[config.mk]
export PLATFORM = sky130hd
export DESIGN_NAME = branch_seq
export DESIGN_NICKNAME = d
export VERILOG_FILES = /design/src/rtl/branch_seq.sv
export SDC_FILE = /design/constraint.sdc
export NUM_CORES = 1
export LEC_CHECK = 0
export CAP_MARGIN = 20
export CORE_AREA = 5 5 59 61
export DETAILED_ROUTE_END_ITERATION = 7
export DIE_AREA = 0 0 64 66
export PLACE_DENSITY = 0.84
export SYNTH_ARGS = -nofsm -noshare
export SYNTH_HDL_FRONTEND = slang
export SYNTH_SLANG_ARGS = --single-unit
[constraint.sdc]
create_clock -name clk -period 1.78 [get_ports clk]
set_input_delay 0.178 -clock clk [delete_from_list [all_inputs] [get_ports clk]]
set_output_delay 0.178 -clock clk [all_outputs]
set_load 0.01 [all_outputs]
[src/rtl/branch_seq.sv]
// branch_seq -- multicycle conditional-branch sequencer.
//
// The main control FSM pulses start. The sequencer then runs the shared ALU
// through a compare and registers the Igual/Maior/Menor flags. It evaluates
// the branch condition from those flags. A taken branch also gets a
// target-address add and a one-cycle PC write.
//
// Optional feature: define BRANCH_STATS_EN to build the taken/not-taken
// statistics counters. When it is undefined, the counter outputs are tied to
// 0 and stat_clr is ignored. The ports are the same in both builds.
//
// Ports
//   clk                    rising-edge clock
//   reset                  asynchronous, active-low reset
//   start                  one-cycle branch request (sampled in IDLE only)
//   Opcode[5:0]            opcode, latched when start is accepted
//   Igual/Maior/Menor      ALU flags, valid while the compare is driven
//   alu_src_a              ALU A select (0 = PC, 1 = rs)
//   alu_src_b[1:0]         ALU B select (00 rt, 01 +4, 10 zero, 11 offset<<2)
//   alu_op[2:0]            ALU op (000 idle, 001 add, 010 sub)
//   pc_write               PC load enable
//   busy                   high outside IDLE
//   done                   one-cycle completion pulse
//   taken / illegal        decision, valid while done is high
//   stat_clr               synchronous clear of the statistics counters
//   stat_taken/_not_taken  saturating statistics counters (STAT_W bits)
module branch_seq #(
  parameter int STAT_W = 16
) (
  input  logic              clk,
  input  logic              reset,
  input  logic              start,
  input  logic [5:0]        Opcode,
  input  logic              Igual,
  input  logic              Maior,
  input  logic              Menor,
  output logic              alu_src_a,
  output logic [1:0]        alu_src_b,
  output logic [2:0]        alu_op,
  output logic              pc_write,
  output logic              busy,
  output logic              done,
  output logic              taken,
  output logic              illegal,
  input  logic              stat_clr,
  output logic [STAT_W-1:0] stat_taken,
  output logic [STAT_W-1:0] stat_not_taken
);

  typedef enum logic [2:0] {
    S_IDLE   = 3'd0,
    S_CMP    = 3'd1,
    S_EVAL   = 3'd2,
    S_TARGET = 3'd3,
    S_DONE   = 3'd4
  } state_e;

  state_e     state_q;
  logic [5:0] opcode_q;
  logic       igual_q, maior_q, menor_q;
  logic       done_q, taken_q, illegal_q;

  // Branch condition from the registered flags. Each opcode reads only its
  // own flag. Unknown opcodes are never taken and are flagged illegal.
  logic cond, ill;
  always_comb begin
    cond = 1'b0;
    ill  = 1'b0;
    case (opcode_q)
      6'd4:    cond = igual_q;
      6'd5:    cond = ~igual_q;
      6'd6:    cond = ~maior_q;
      6'd7:    cond = maior_q;
      6'd1:    cond = menor_q;
      default: ill  = 1'b1;
    endcase
  end

  // Sequencer FSM. done/taken/illegal are loaded on the edge that enters
  // DONE and cleared on the way out, so they read 0 outside DONE.
  always_ff @(posedge clk or negedge reset) begin
    if (!reset) begin
      state_q   <= S_IDLE;
      opcode_q  <= '0;
      igual_q   <= 1'b0;
      maior_q   <= 1'b0;
      menor_q   <= 1'b0;
      done_q    <= 1'b0;
      taken_q   <= 1'b0;
      illegal_q <= 1'b0;
    end else begin
      case (state_q)
        S_IDLE: begin
          if (start) begin
            opcode_q <= Opcode;
            state_q  <= S_CMP;
          end
        end
        S_CMP: begin
          igual_q <= Igual;
          maior_q <= Maior;
          menor_q <= Menor;
          state_q <= S_EVAL;
        end
        S_EVAL: begin
          if (cond) begin
            state_q <= S_TARGET;
          end else begin
            state_q   <= S_DONE;
            done_q    <= 1'b1;
            taken_q   <= 1'b0;
            illegal_q <= ill;
          end
        end
        S_TARGET: begin
          state_q   <= S_DONE;
          done_q    <= 1'b1;
          taken_q   <= 1'b1;
          illegal_q <= 1'b0;
        end
        S_DONE: begin
          state_q   <= S_IDLE;
          done_q    <= 1'b0;
          taken_q   <= 1'b0;
          illegal_q <= 1'b0;
        end
        default: state_q <= S_IDLE;
      endcase
    end
  end

  // ALU control and PC write decode straight from the state register.
  always_comb begin
    alu_src_a = 1'b0;
    alu_src_b = 2'b00;
    alu_op    = 3'b000;
    pc_write  = 1'b0;
    case (state_q)
      S_CMP: begin
        alu_src_a = 1'b1;
        alu_op    = 3'b010;
        // beq/bne compare rs against rt; the others compare rs against zero.
        alu_src_b = (opcode_q == 6'd4 || opcode_q == 6'd5) ? 2'b00 : 2'b10;
      end
      S_TARGET: begin
        alu_src_a = 1'b0;
        alu_src_b = 2'b11;
        alu_op    = 3'b001;
        pc_write  = 1'b1;
      end
      default: ;
    endcase
  end

  assign busy    = (state_q != S_IDLE);
  assign done    = done_q;
  assign taken   = taken_q;
  assign illegal = illegal_q;

`ifdef BRANCH_STATS_EN
  logic [STAT_W-1:0] st_q, snt_q;
  logic              enter_done, enter_taken;

  assign enter_done  = (state_q == S_TARGET) || (state_q == S_EVAL && !cond);
  assign enter_taken = (state_q == S_TARGET);

  // Saturating counters. A clear that lands on an increment wins.
  always_ff @(posedge clk or negedge reset) begin
    if (!reset) begin
      st_q  <= '0;
      snt_q <= '0;
    end else if (stat_clr) begin
      st_q  <= '0;
      snt_q <= '0;
    end else if (enter_done) begin
      if (enter_taken) begin
        if (st_q != '1) st_q <= st_q + STAT_W'(1);
      end else begin
        if (snt_q != '1) snt_q <= snt_q + STAT_W'(1);
      end
    end
  end

  assign stat_taken     = st_q;
  assign stat_not_taken = snt_q;
`else
  logic unused_stat_clr;
  assign unused_stat_clr = stat_clr;
  assign stat_taken      = '0;
  assign stat_not_taken  = '0;
`endif

endmodule

* After elaboration in Yosys (flattened, before gate mapping) *
Index checks and enable logic that the tools add are counted.

operators by class
  equality and inequality tests = 11
  muxes and demuxes = 16
  bitwise operators = 2
  reduce and logical (&&, ||, !) cells = 10

operator list
  kind                                                                    number
  6-bit by 3-bit equality test with 1-bit output (second input constant)  4
  3-bit one-hot mux with 4 select lines                                   1
  2-bit one-hot mux with 2 select lines                                   2
  3-bit by 2-bit equality test with 1-bit output (second input constant)  2
  6-bit by 1-bit equality test with 1-bit output (second input constant)  1
  1-bit 2-to-1 mux                                                        6
  3-bit 2-to-1 mux                                                        2
  1-bit one-hot mux with 3 select lines                                   2
  2-bit AND reduction                                                     3
  3-bit nonzero test                                                      2
  1-bit one-hot mux with 5 select lines                                   1
  5-bit OR reduction                                                      1
  2-bit inequality test (second input constant)                           2
  3-bit by 1-bit equality test with 1-bit output (second input constant)  1
  3-bit equality test (second input constant)                             1
  3-bit logical NOT                                                       1
  2-bit 2-to-1 mux                                                        1
  1-bit inverter                                                          2
  1-bit one-hot mux with 2 select lines                                   1
  2-bit nonzero test                                                      1
  2-bit OR reduction                                                      1
  1-bit logical OR                                                        1

storage, ports and cells
  flip-flop bits (word level) = 15
  bits of input ports = 13
  output and inout port bits = 43
  word-level logic and storage cells = 47

* Logic depth before layout (Yosys ltp) *
Gate-level depths: netlist (run 1).

  depth after elaboration = 5
  mapped depth = 5
  mapped depth without buffers = 4

* Worst setup path before layout (run 1) *
Ideal clock, no wire load.

  kind = register to register
  from = reg state_q[1]
  to = reg opcode_q[0]
  setup time = 0.125 ns
  data arrival time = 1.377 ns
  data required time = 1.655 ns
  slack = 0.278 ns
  stages on the path, launching flop included = 5
  buffers on the path = 1
  clock period less this slack = 1.502 ns
  path through = dfrtp_1 > buf_6 > or3_4 > nor2_8 > mux2_2

on the way
  cells in the longest elaborated chain, start to end = 2

RTL lines
  element                               line  text
  start: declaration                    58    state_e state_q;
  start signal: assignment              83    state_q <= S_IDLE;
  start signal: assignment              96    state_q <= S_CMP;
  start signal: assignment              103   state_q <= S_EVAL;
  3-bit logical NOT                     92    case (state_q)
  2-bit AND reduction (no source line)  -
  end signal: assignment                95    opcode_q <= Opcode;
  end: declaration                      59    logic [5:0] opcode_q;

No other way between the ends.
A chain may end at the register's enable or synchronous reset.

* Worst setup path in the final report (run 1) *
  from = reg state_q[0]
  to = out busy

on the way
  cells in the longest elaborated chain, start to end = 1

RTL lines
  element             line  text
  3-bit nonzero test  155   assign busy = (state_q != S_IDLE);
  end: declaration    41    output logic busy,

No other way between the ends.

==> results of run 1 <==
-- worst reg2reg max path, stage by stage, from the launching register on --
cell	delay, ns
dfrtp_2	0.43
buf_4	0.16
or3_4	0.40
nor2_8	0.15
mux2_2	0.34
-- report_power, final --
part           leakage, nW  switching (mW)  internal (mW)
clock network       0.0177           0.120         0.0837
registers            0.181           0.147          0.506
logic                0.394           0.513          0.551
-- metal layers --
metal,global-route usage,routed length [um],up-vias
met3,0.0238,210,5
met4,0.0390,33,0
met2,0.161,991,38
met5,0,0,-
li1,-,-,343
met1,0.0958,714,339
-- final timing paths --
kind                                         from                 endpoint  cells after the start
setup / recovery           state_q[0]$_DFFE_PN0P_                     busy                      3
hold / removal                              reset  opcode_q[2]$_DFFE_PN0P_                      2
max in group asynchronous                   reset   state_q[0]$_DFFE_PN0P_                      2
setup reg to reg           state_q[0]$_DFFE_PN0P_  opcode_q[0]$_DFFE_PN0P_                      4
min in group clk                        Opcode[4]  opcode_q[4]$_DFFE_PN0P_                      2
hold reg to reg               menor_q$_DFFE_PN0P_      menor_q$_DFFE_PN0P_                      1
-- synthesized netlist by cell type (all sizes together) --
cell and number:
nor2 4, and3b 1, or3b 1, o31a 1, a31oi 1, mux2 9, o21ai 3, nand2b 2
inv 7, or2b 1, or3 3, a21oi 4, xnor2 1, conb 1, o41a 1, buf 37
o22ai 1, nor3 3, xor2 1, nand2 2, a221o 1, nor2b 2, o41ai 2, dfrtp 15
a311oi 1, a211o 1
-- sequential cells by signal, summed over array words and instances (netlist names) --
signal,count
done,1
igual_q,1
illegal,1
maior_q,1
menor_q,1
opcode_q,6
state_q,3
taken,1
-- placed cells by master (no fill, tap or decap), drive strengths merged, types with 3 or more instances in the layout --
| cell | count |
|---|---|
| inv | 6 |
| or3 | 3 |
| conb | 33 |
| mux2 | 9 |
| dlygate4sd2 | 6 |
| o21ai | 3 |
| dfrtp | 15 |
| buf | 7 |
| a21oi | 4 |
| clkdlybuf4s50 | 14 |
| nor2 | 4 |
| nor3 | 3 |
| clkbuf | 3 |
-- cell families after synthesis --
family          after synthesis  synth area share
compound gates               16             0.106
mux                           9            0.0956
simple gates                 19             0.136
xor+xnor                      2            0.0165
flops                        15             0.354
other cells                   1           0.00354
buf+inv                      44             0.288
-- layout make-up --
cell class	count	area, sq um	share of cell area
multi-input combinational	79	518	0.415
sequential	15	377	0.302
timing repair buffer	28	255	0.204
tap	33	41.3	0.0331
inverter	7	30.0	0.0240
clock buffer	3	22.5	0.0180
clock inverter	1	5.00	0.00401
-- what timing repair did --
action,CTS,global route
buffers inserted,2,0
hold endpoints to repair,0,0
gates resized for setup,13,1
endpoints found under the setup margin,7,1
-- through the flow --
step | std cells | setup WS, ns
after global placement | 160 | 0.157
after global routing | 166 | 0.0125
after floorplan | 138 | 0.278
final | 166 | 0.0706
after detailed placement | 160 | 0.109
after CTS | 166 | 0.0102
==> flow_summary.yaml, run 1 <==
status:
  status: "finished, final reports clean"
critical_path:
  crit_chain: "buf_4, or3_4, clkdlybuf4s15_1"
  worstSetupPathType: "flop to output port"
  critPathTopFamily: "flip-flops"
  arrival_ns: 1.53
  crit_buf_inv: 2
  r2r_slack_ns: 0.19
  crit_path_end_kind: "output port"
  slowest_stage: "dfrtp_2"
  max_stage_delay_ns: 0.43
  cp.required_ns: 1.60
  startpoint_type: "flop"
  crit_fanout: 6
yosys:
  ys_seq_area_frac: 0.354
  postSynthCellCount: 106
  ys_seq_elements: 15
  syn_area_sq_um: 1060
  yosys_warnings: 0
  yosysTopAreaCellShare: 0.354
  yosysUniqueCellTypes: 32
  synth_top_cells_by_area: "dfrtp_1 35%, buf_4 25%, mux2_2 9.6%, inv_1 2.5%, or3_4 2.1%"
  synth_top_area_cell: "dfrtp_1"
  avgSynthCellArea_sq_um: 10.0
grt:
  grt_pass1_wl_um: 2930
  grt_usage: 0.0889
  overflow: 0
  grt_pass1_vias: 661
  antenna_found_initial: 0
  grt_max_degree: 16
timing:
  grt_setup_unrepaired: "no"
  finalClockSkew_ns: 0.00605
  slew_viol_final: 0
  fin_tns_setup_ns: 0
  finalHoldViolCount: 0
  final-setup-viol-count: 0
  whs_ns: 0.185
  period_minus_slack_ns: 1.71
  min_period_over_period: 0.960
  fmax_mhz: 585
floorplan:
  die_h_um: 66
  die-width_um: 64
  core_sq_um: 2930
  die-area_sq_um: 4220
  ios: 56
  initial_core_util: 0.362
  rows: 20
cts:
  htree_levels: 1
  ctsHoldBuffers: 0
  clock-sinks: 15
  clk_pin_slew_ns: 0.10
  cts_tree: "done"
  cts_buffers: 3
  clock-root-buffer: "clkbuf_4"
  clockBufferDepth: 2
  clkLatencyLatePin_ns: 0.29
finish:
  n_fill_cell: 297
  syn_to_final_growth_pct: 17.8
  nets: 147
  final_util: 0.426
  layout-drive-gt1-share: 0.218
  final_area_sq_um: 1250
  diodes: 0
pwr:
  leakage_nw: 0.592
  power.density_nw_per_um2: 1540
  ir_worst_vdd_v: 0.000924
  p_total_mw: 1.92
route:
  final_antenna_net_count: 0
  wirelength_um: 1950
  via_per_inst: 4.37
  vias: 725
  drt_iter0_markers: 1
  wire_per_inst_um: 11.7
  dr.pass1.iters: 4
  remaining_drc_errors: 0
placement:
  numPortBuffers: 21
  gp_congestion: 0.800
  dpl_cell_area_sq_um: 1190
  dp_hpwl_um: 1540
worst_hold_path:
  worstHoldPathType: "input port to asynchronous set/reset pin"
flow_run:
  max_cap_viol_count: 0
Note: power is estimated with default switching activity, not from simulation.
==> run 2, diff against run 1 <==
- SLEW_MARGIN: default -> 20
==> results of run 2 <==
No change in the layout: final DEF, timing and power equal those of run 1.
